===== config.mk =====
export PLATFORM = sky130hd
export DESIGN_NAME = wb_regfile
export DESIGN_NICKNAME = d
export VERILOG_FILES = /design/src/rtl/wb_regfile.sv
export SDC_FILE = /design/constraint.sdc
export NUM_CORES = 1
export LEC_CHECK = 0
export CAP_MARGIN = 20
export CORE_AREA = 2 2 134 189
export DETAILED_ROUTE_END_ITERATION = 8
export DIE_AREA = 0 0 136 191
export PLACE_DENSITY = 0.83
export SYNTH_ARGS = -nofsm -noshare
export SYNTH_HDL_FRONTEND = slang
export SYNTH_SLANG_ARGS = --single-unit
export TNS_END_PERCENT = 50

===== constraint.sdc =====
create_clock -name clk -period 2.85 [get_ports clk]
set_input_delay 0.4275 -clock clk [delete_from_list [all_inputs] [get_ports clk]]
set_output_delay 0.4275 -clock clk [all_outputs]
set_load 0.01 [all_outputs]

===== src/rtl/wb_regfile.sv =====
// rtl/wb_regfile.sv - MEM/WB writeback stage: register file, flags, halt latch and commit counter
module wb_regfile #(
    parameter int DW   = 16,
    parameter int NREG = 16
) (
    input  logic          clk,
    input  logic          rst,
    input  logic [59:0]   wb_bus,
    input  logic [3:0]    rd_addr_a,
    input  logic [3:0]    rd_addr_b,
    output logic [DW-1:0] rd_data_a,
    output logic [DW-1:0] rd_data_b,
    output logic [2:0]    flags_q,
    output logic [DW-1:0] wb_data,
    output logic          wb_en,
    output logic          halted,
    output logic [15:0]   wb_count
);

    // Bus field decode
    logic [2:0]    bus_flags;
    logic [DW-1:0] bus_alu_out;
    logic [DW-1:0] bus_mem_out;
    logic [3:0]    bus_dst_reg;
    logic          bus_mem_to_reg;
    logic          bus_reg_write;
    logic          bus_reg_write_sel;
    logic [DW-1:0] bus_pc_plus2;
    logic          bus_flag_write;
    logic          bus_halt;

    assign bus_flags         = wb_bus[2:0];
    assign bus_alu_out       = wb_bus[18:3];
    assign bus_mem_out       = wb_bus[34:19];
    assign bus_dst_reg       = wb_bus[38:35];
    assign bus_mem_to_reg    = wb_bus[39];
    assign bus_reg_write     = wb_bus[40];
    assign bus_reg_write_sel = wb_bus[41];
    assign bus_pc_plus2      = wb_bus[57:42];
    assign bus_flag_write    = wb_bus[58];
    assign bus_halt          = wb_bus[59];

    // Architectural state
    logic [DW-1:0] regs_q [NREG];
    logic [2:0]    flags_d;
    logic          halted_q;
    logic          halted_d;
    logic [15:0]   wb_count_q;
    logic [15:0]   wb_count_d;

    assign halted   = halted_q;
    assign wb_count = wb_count_q;

    // Writeback data select: link address beats memory data beats ALU result
    always_comb begin
        wb_data = bus_alu_out;
        if (bus_reg_write_sel) begin
            wb_data = bus_pc_plus2;
        end else if (bus_mem_to_reg) begin
            wb_data = bus_mem_out;
        end
    end

    // R0 is hardwired to zero, so writes to it never qualify
    assign wb_en = bus_reg_write & ~halted_q & (bus_dst_reg != 4'd0);

    // Next-state for flags, halt latch and commit counter; frozen once halted
    always_comb begin
        flags_d    = flags_q;
        halted_d   = halted_q;
        wb_count_d = wb_count_q;
        if (!halted_q) begin
            if (bus_flag_write) begin
                flags_d = bus_flags;
            end
            if (bus_halt) begin
                halted_d = 1'b1;
            end
        end
        if (wb_en) begin
            wb_count_d = wb_count_q + 16'd1;
        end
    end

    // Read port A with write-before-read bypass
    always_comb begin
        rd_data_a = regs_q[rd_addr_a];
        if (rd_addr_a == 4'd0) begin
            rd_data_a = '0;
        end else if (wb_en && (rd_addr_a == bus_dst_reg)) begin
            rd_data_a = wb_data;
        end
    end

    // Read port B with write-before-read bypass
    always_comb begin
        rd_data_b = regs_q[rd_addr_b];
        if (rd_addr_b == 4'd0) begin
            rd_data_b = '0;
        end else if (wb_en && (rd_addr_b == bus_dst_reg)) begin
            rd_data_b = wb_data;
        end
    end

    // Register file write; the halting word itself still commits
    always_ff @(posedge clk or negedge rst) begin
        if (!rst) begin
            for (int i = 0; i < NREG; i++) begin
                regs_q[i] <= '0;
            end
        end else if (wb_en) begin
            regs_q[bus_dst_reg] <= wb_data;
        end
    end

    // Flags, halt latch and commit counter
    always_ff @(posedge clk or negedge rst) begin
        if (!rst) begin
            flags_q    <= 3'b000;
            halted_q   <= 1'b0;
            wb_count_q <= 16'd0;
        end else begin
            flags_q    <= flags_d;
            halted_q   <= halted_d;
            wb_count_q <= wb_count_d;
        end
    end

endmodule


# [Word-level counts from Yosys, hierarchy flattened]
# Index checks and enable logic that the tools add are counted.
# Widths: inputs -> output; s select.
[totals] input_bits=70 elab_cells=56 reg_bits=276 output_inout_bits=69
[op_classes] n_eq_ne=2 addsub=1 order_cmp=4 muxes=17 bitwise=6 n_reduce_logical=7
[ops] cell="$bwmux 256" count=1
[ops] cell="$mux 16" count=11
[ops] cell="$bmux 16 s4" count=2
[ops] cell="$demux 16 s4" count=1
[ops] cell="$add 16x1->16 const B" count=1
[ops] cell="$ge 5x5->1 const B" count=3
[ops] cell="$not 4->5" count=3
[ops] cell="$eq 4x4->1" count=2
[ops] cell="$logic_not 4->1" count=2
[ops] cell="$lt 5x1->1 const B" count=1
[ops] cell="$reduce_bool 4->1" count=1
[ops] cell="$logic_and 1x1->1" count=3
[ops] cell="$and 1x1->1" count=2
[ops] cell="$mux 1" count=2
[ops] cell="$reduce_and 2->1" count=1
[ops] cell="$not 1->1" count=1

# [Logic depth before layout (Yosys ltp)]
# Gate-level depths: netlist (run 1).
[logic_depth] word_depth=6 ltp_mapped=8 ltp_nobuf=5

# [Worst setup path before layout (run 1)]
# No wires, ideal clock.
[synth_timing] path_kind="in2out" start="input rd_addr_a[1]" end="output rd_data_a[14]" required_ns=2.423 path_buffers=3 arrival_ns=1.698 slack_ns=0.724 cell_stages=7 cell_sequence="buf_4 > or3b_1 > clkbuf_2 > buf_2 > o22ai_1 > a211oi_1 > a21oi_1"
[synth_via] elab_chain_len=6 word_cells_on_any_way=9 cone_classes="eq/ne (1); mux (5); bitwise (1); reduce/logical (2)"
[synth_lines] item="start: declaration" line="9" source="input logic [3:0] rd_addr_a,"
[synth_lines] item="$not 4->5 (not written as such)" line="87" source="rd_data_a = regs_q[rd_addr_a];"
[synth_lines] item="$bmux 16 s4" line="87"
[synth_lines] item="$mux 16 (not written as such) (2 in a row)" line="87"
[synth_lines] item="$mux 16" line="90" source="end else if (wb_en && (rd_addr_a == bus_dst_reg)) begin"
[synth_lines] item="$mux 16 (*)" line="88" source="if (rd_addr_a == 4'd0) begin"
[synth_lines] item="end: declaration" line="11" source="output logic [DW-1:0] rd_data_a,"
# Mark *: on every way between the ends. The rest lies on a longest branch, timed or not. The select of a mux whose other input is x is not followed.

# [Final worst setup path (run 1)]
[layout_timing] start="input wb_bus[36]" end="output rd_data_a[6]"
[layout_via] elab_chain_len=5 word_cells_on_any_way=6 cone_classes="eq/ne (1); mux (2); bitwise (1); reduce/logical (2)"
[layout_lines] item="start: declaration" line="8" source="input logic [59:0] wb_bus,"
[layout_lines] item="$reduce_bool 4->1" line="65" source="assign wb_en = bus_reg_write & ~halted_q & (bus_dst_reg != 4'd0);"
[layout_lines] item="$and 1x1->1" line="65"
[layout_lines] item="$logic_and 1x1->1 (*)" line="90"
[layout_lines] item="$mux 16 (*)" line="90"
[layout_lines] item="$mux 16 (*)" line="88"
# Mark *: on every way between the ends. The rest lies on a longest branch, timed or not.

==> results of run 1 <==
per-stage QoR:
stage,total power [mW],hold WS (ns)
detailed placement,5.25,0.390
finish,8.87,0.408
global placement,5.22,0.385
global route,9.12,0.421
floorplan,4.66,0.132
CTS,8.86,0.405
power by group through the flow:
stage | combinational, mW | clock [mW] | sequential, mW
after floorplan | 0.533 | 0 | 4.13
after global placement | 1.09 | 0 | 4.13
after detailed placement | 1.11 | 0 | 4.14
after CTS | 1.12 | 3.67 | 4.07
after global routing | 1.22 | 3.82 | 4.08
final | 1.15 | 3.65 | 4.07
worst max-delay path, cell delays in order:
cell and delay (ns):
clkdlybuf4s50_1 0.42, or4_4 0.57, nand2_8 0.13, buf_12 0.15
buf_12 0.14, o31ai_1 0.08, a31oi_1 0.20, clkdlybuf4s15_1 0.28
flip-flops by register name, indices dropped and copies added, names as in the netlist:
name and cells:
flags_q 3, halted 1, regs_q 256, wb_count 16
how the worst min path moves through the flow:
stage / startpoint / to / slack [ns] / depth (start not counted)
after global placement: regs_q[243] / regs_q[243] / 0.39 / 0
final: regs_q[249] / regs_q[249] / 0.41 / 0
after floorplan: rst / flags_q[0] / 0.13 / 0
after global routing: regs_q[253] / regs_q[253] / 0.42 / 0
after detailed placement: regs_q[242] / regs_q[242] / 0.39 / 0
after CTS: regs_q[247] / regs_q[247] / 0.41 / 0
cells by family (layout without fill, tap and decap cells):
group | after synthesis | count (layout) | share of synthesized area (%)
compound gates | 336 | 336 | 13.2
mux | 293 | 293 | 25.4
simple gates | 278 | 278 | 8.65
flops | 276 | 276 | 45.7
buf+inv | 163 | 363 | 5.53
xor+xnor | 23 | 23 | 1.33
fa+ha+maj | 1 | 1 | 0.0828
placed cells by master (no fill, tap or decap), types with 20 or more instances in the layout:
cell,n
nand3_1,38
clkdlybuf4s50_1,94
nand2_1,185
xnor2_1,20
clkbuf_16,27
buf_4,146
mux2_2,81
o21ai_0,160
a211oi_1,24
o31ai_1,26
mux4_2,64
mux2i_1,144
o22ai_1,52
dfrtp_1,276
a31oi_1,24
metal layers:
metal | global-route usage, % | vias to the layer above | wire length [um]
met2 | 57.1 | 874 | 21800
met1 | 48.6 | 6282 | 17300
met5 | 0 | - | 0
met4 | 13.6 | 0 | 1840
met3 | 7.37 | 177 | 4640
li1 | - | 5391 | -
timing repair:
| action | CTS | global route |
|---|---|---|
| endpoints found under the setup margin | 33 | 35 |
| gates resized for setup | 65 | 48 |
| hold endpoints to repair | 85 | 0 |
| pin swaps | 1 | 4 |
| hold buffers | 1 | 0 |
cell type report:
cell class                 count  area, sq um
multi-input combinational    931         7570
sequential                   276         6910
fill                        1582         5800
timing repair buffer         300         2710
clock buffer                  38          767
tap                          315          394
clock inverter                 8          120
inverter                      17         63.8
==> impl_metrics.csv, run 1 <==
group,metric,value,unit
outcome,outcome,"finished clean",
floorplan,ios,139,
route,vias,12700,
synth,synth_seq_cells,276,
place,place_area,17500,sq um
worst_setup_path,worstPathArrival,2.39,ns
route,drtPass1Iterations,8,
pwr,seq_power_share,45.9,%
sta,max_freq,355,MHz
sta,setup_viol,0,
worst_setup_path,crit_start,"wb_bus[36]",
floorplan,num_rows,68,
worst_setup_path,rr_worst_depth,6,
hold_path,holdCritPathClass,"reg -> reg",
place,dp_slack,-0.489,ns
pwr,leakage,8.38,nW
pwr,p_sw,2.22,mW
synth,synthTopCellsByCount,"dfrtp_1 (276), nand2_1 (185), o21ai_0 (160)",
floorplan,initial_utilization,62.1,%
worst_setup_path,r2r-start,"halted",
synth,synth_top_area_share,45.7,%
sta,hold_violations,0,
synth,synth_nets,1441,
grt,grt_pass1_wl,72200,um
cts,cts.sink_count,276,
cts,cts_tree,"done",
worst_setup_path,crit_path_end,"rd_data_a[6]",
pwr,ir_drop,0.578,mV
cts,clock_path_buffers,3,
route,postRouteWirelength,45600,um
grt,first_global_vias,12900,
route,antenna_left,0,
cts,cts-root-buf,"clkbuf_16",
synth,syn_area_per_cell,11.0,sq um
pwr,p_clk_share,41.1,%
pwr,p_int,6.66,mW
worst_setup_path,cp.required,2.42,ns
place,io_buffers,138,
route,drtIter0Drc,1474,
finish,fin_area,18500,sq um
floorplan,coreArea,24300,sq um
worst_setup_path,regToRegSetupSlack,0.80,ns
synth,synthCells,1370,
floorplan,die_x,136,um
grt,antenna_found_initial,0,
worst_setup_path,timing.rr.end,"regs_q[30]",
pwr,swShare,25.0,%
worst_setup_path,end_kind,"output port",
synth,synth-edff-count,0,
finish,num_antenna_cells,0,
cts,htreeDepth,1,
sta,finalSetupTns,0,ns
worst_setup_path,cp_max_fo,14,
route,vias_per_cell,6.75,
finish,area_delta_synth_final,22.8,%
grt,gr-usage-all-layers,35.8,%
job,maxCapViolations,0,
finish,fin_cells,1885,
place,dp_cells,1838,
sta,worst_pin_slew,0.720,ns
finish,finalNetCount,1623,
place,gpl.final_weighted_congestion,1.00,
cts,clk_pin_slew_worst_paths,0.07,ns
cts,clk_latency,0.55,ns
finish,postLayoutCoreUtil,76.2,%
synth,synth.area.top_cells,"dfrtp_1 (46%), mux2i_1 (9.5%), mux4_2 (9.5%)",
grt,grt_max_degree,92,
worst_setup_path,crit_path_start_kind,"input pin",
synth,synthesis.area,15100,sq um
pwr,p_per_area,479,nW/um^2
finish,drive_gt1_share,26.6,%
place,hpwl,32600,um
cts,cts_buffers,26,
worst_setup_path,critPathKind,"in -> out",
synth,synth.distinct_cells,48,
floorplan,die_h,191,um
synth,synth-async-reset-ratio,100,%
grt,grt_overflow,0,
route,wl_per_cell,24.2,um
sta,fin_crit,2.81,ns
sta,final_max_slew_viol_count,0,
synth,ys.flop_type,"dfrtp_1",
route,route.detailed.drc,0,
synth,synth_seq_area_share,45.7,%
cts,post-cts-setup-buffers,0,
pwr,power_frac_comb,13.0,%
synth,yosysMostFrequentCell,"dfrtp_1",
sta,clock_skew,0.0294,ns
synth,yosysWarnings,0,
sta,fin_ws,0.0351,ns
floorplan,die_area,26000,sq um
synth,synth_area_leader_cell,"dfrtp_1",
sta,period_share,98.8,%
sta,max_slew_margin,52.0,%
Note: power is estimated with default switching activity, not from simulation.
==> inputs of run 2 (changes only) <==
--- a/config.mk
+++ b/config.mk
@@ -6,9 +6,12 @@
 export NUM_CORES = 1
 export LEC_CHECK = 0
 export CAP_MARGIN = 20
-export CORE_AREA = 2 2 134 189
+export CELL_PAD_IN_SITES_DETAIL_PLACEMENT = 1
+export CELL_PAD_IN_SITES_GLOBAL_PLACEMENT = 1
+export CORE_AREA = 2 2 150 211
 export DETAILED_ROUTE_END_ITERATION = 8
-export DIE_AREA = 0 0 136 191
+export DIE_AREA = 0 0 152 213
+export GPL_TIMING_DRIVEN = 0
 export PLACE_DENSITY = 0.83
 export SYNTH_ARGS = -nofsm -noshare
 export SYNTH_HDL_FRONTEND = slang
==> run 2 against run 1 <==
  * The run now ends with DRC, setup timing left
  * Register-to-register slack worse by 0.41 ns
  * Die area rose by 25%
  * Hold slack better by 0.020 ns
  * Critical path type unchanged
  * Largest cell class unchanged
  * Largest power group unchanged
==> impl_metrics.csv, run 2 (synthesis gave the netlist of run 1 again) <==
group,metric,value,unit
job,maxCapViolations,0,
floorplan,die_h,213,um
floorplan,die_area,32400,sq um
cts,cts.sink_count,276,
route,postRouteWirelength,63200,um
grt,grt.busiest_layer,"met2",
worst_setup_path,cp_max_fo,10,
finish,area_delta_synth_final,27.7,%
grt,gr-usage-met1,40.2,%
route,wl_per_cell,31.8,um
pwr,ir_drop,0.378,mV
finish,finalNetCount,1644,
finish,num_antenna_cells,0,
sta,clock_skew,0.0145,ns
cts,cts_tree,"done",
sta,period_share,131,%
pwr,leakage,8.25,nW
route,route.detailed.drc,1,
floorplan,num_rows,76,
place,hpwl,40300,um
worst_setup_path,crit_path_start_kind,"input pin",
floorplan,initial_utilization,49.5,%
route,drtPass1Iterations,7,
floorplan,ios,139,
route,antenna_left,0,
finish,layout_commonest_cell,"dfrtp_1",
pwr,p_total,8.94,mW
grt,grt_pass1_wl,88000,um
place,dp_slack,-0.956,ns
cts,cts-root-buf,"clkbuf_16",
route,vias,13600,
finish,fin_cells,1983,
grt,grt_max_degree,100,
sta,setup_viol,18,
cts,htreeDepth,1,
sta,final_max_slew_viol_count,0,
place,dp_cells,1895,
hold_path,holdCritPathClass,"in -> reg",
floorplan,coreArea,30500,sq um
grt,use_met3,6.68,%
grt,first_global_vias,14400,
floorplan,die_x,152,um
worst_setup_path,worstPathArrival,3.29,ns
cts,clock_path_buffers,3,
outcome,outcome,"finished with violations",
sta,hold_violations,0,
finish,most-common-layout-cells,"dfrtp_1 (275), nand2_1 (185), o21ai_0 (160), mux2i_1 (141), clkdlybuf4s50_1 (93)",
cts,clk_pin_slew_worst_paths,0.06,ns
sta,worst_pin_slew,1.25,ns
sta,rsz0062_at_grt,"true",
finish,drive_gt1_share,29.2,%
grt,antenna_found_initial,2,
cts,cts_buffers,28,
grt,gr-usage-all-layers,35.8,%
worst_setup_path,cp.required,2.42,ns
sta,max_freq,269,MHz
finish,regMostFlops,"regs_q",
route,vias_per_cell,6.86,
grt,gr-usage-met2,63.2,%
sta,fin_crit,3.72,ns
finish,largest_register_ffs,256,
sta,max_slew_margin,16.4,%
sta,fin_ws,-0.872,ns
grt,grt_overflow,0,
place,io_buffers,133,
pwr,p_per_area,464,nW/um^2
worst_setup_path,critPathKind,"in -> out",
worst_setup_path,end_kind,"output port",
place,gpl.final_weighted_congestion,0.950,
cts,clk_latency,0.58,ns
outcome,violations,"DRC, setup timing",
route,drtIter0Drc,1369,
-- run 2: changes by cell type in the layout (fill, tap and decap cells not counted), moves of 11 or more --
cell	change
a211oi_1	-14
buf_4	-98
o31ai_1	-11
buf_2	+14
buf_6	+25
clkbuf_1	+69
o22ai_2	+16
a211oi_2	+11
o22ai_1	-22
-- run 2: area by class of cell --
cell class,instances,area (sq um)
repair buffers,175,1630
clock inverters,11,57.6
clock buffers,39,793
plain buffers,143,1030
flip-flops and latches,276,6910
multi-input cells,932,8280
inverters,17,97.6
well taps,390,488
fillers,3066,11200
-- run 2: worst paths after layout --
path | startpoint | endpoint | slack [ns] | cells after the start
setup / recovery | rd_addr_a[0] | rd_data_a[11] | -0.87 | 9
hold / removal | wb_bus[59] | halted | 0.43 | 2
setup reg to reg | halted | regs_q[26] | 0.39 | 7
hold reg to reg | regs_q[245] | regs_q[245] | 0.49 | 1
max in group asynchronous | rst | regs_q[73] | 1.42 | 3
min in group asynchronous | rst | regs_q[32] | 0.46 | 2
-- run 2: layer usage --
metal / share of wire [%] / vias to the layer above
li1: - / 5432
met3: 7.7 / 324
met1: 35 / 6951
met4: 7.5 / 2
met5: 0.011 / -
met2: 50 / 895
-- run 2: where the power goes --
group,internal [mW],switching (mW)
clock,1.94,1.67
combinational,0.508,0.753
sequential,4.00,0.0810
-- run 2: per-stage QoR --
stage                     util, %  hold WS, ns  setup TNS (ns)  cell area [sq um]
after floorplan                 -        0.132               0              15100
after global placement       55.4        0.461        -2906.45              16900
after detailed placement     55.6        0.473          -26.49              17000
after CTS                    62.0        0.437         -0.0464              18900
after global routing         63.2        0.454           -1.69              19300
final                        63.2        0.428           -1.98              19300
-- run 2: critical path: stages --
cell and delay, ns:
dlygate4sd2_1 0.28, buf_8 0.19, buf_12 0.17, buf_6 0.20
mux2i_1 0.25, o22ai_1 0.16, a211oi_1 1.03, a31oi_4 0.31
buf_2 0.26
-- run 2: repair_timing --
action / CTS / global route
gates cloned: 0 / 3
setup endpoints to repair: 45 / 42
pin swaps: 25 / 3
gates resized for setup: 270 / 90
hold endpoints to repair: 92 / 0
setup buffers: 23 / 14
hold buffers: 1 / 0
==> inputs of run 3 (changes only) <==
--- a/config.mk
+++ b/config.mk
@@ -5,7 +5,6 @@
 export SDC_FILE = /design/constraint.sdc
 export NUM_CORES = 1
 export LEC_CHECK = 0
-export CAP_MARGIN = 20
 export CELL_PAD_IN_SITES_DETAIL_PLACEMENT = 1
 export CELL_PAD_IN_SITES_GLOBAL_PLACEMENT = 1
 export CORE_AREA = 2 2 150 211
==> results of run 3 <==
Same layout as run 2: the final DEF is identical, and so are final timing and power.
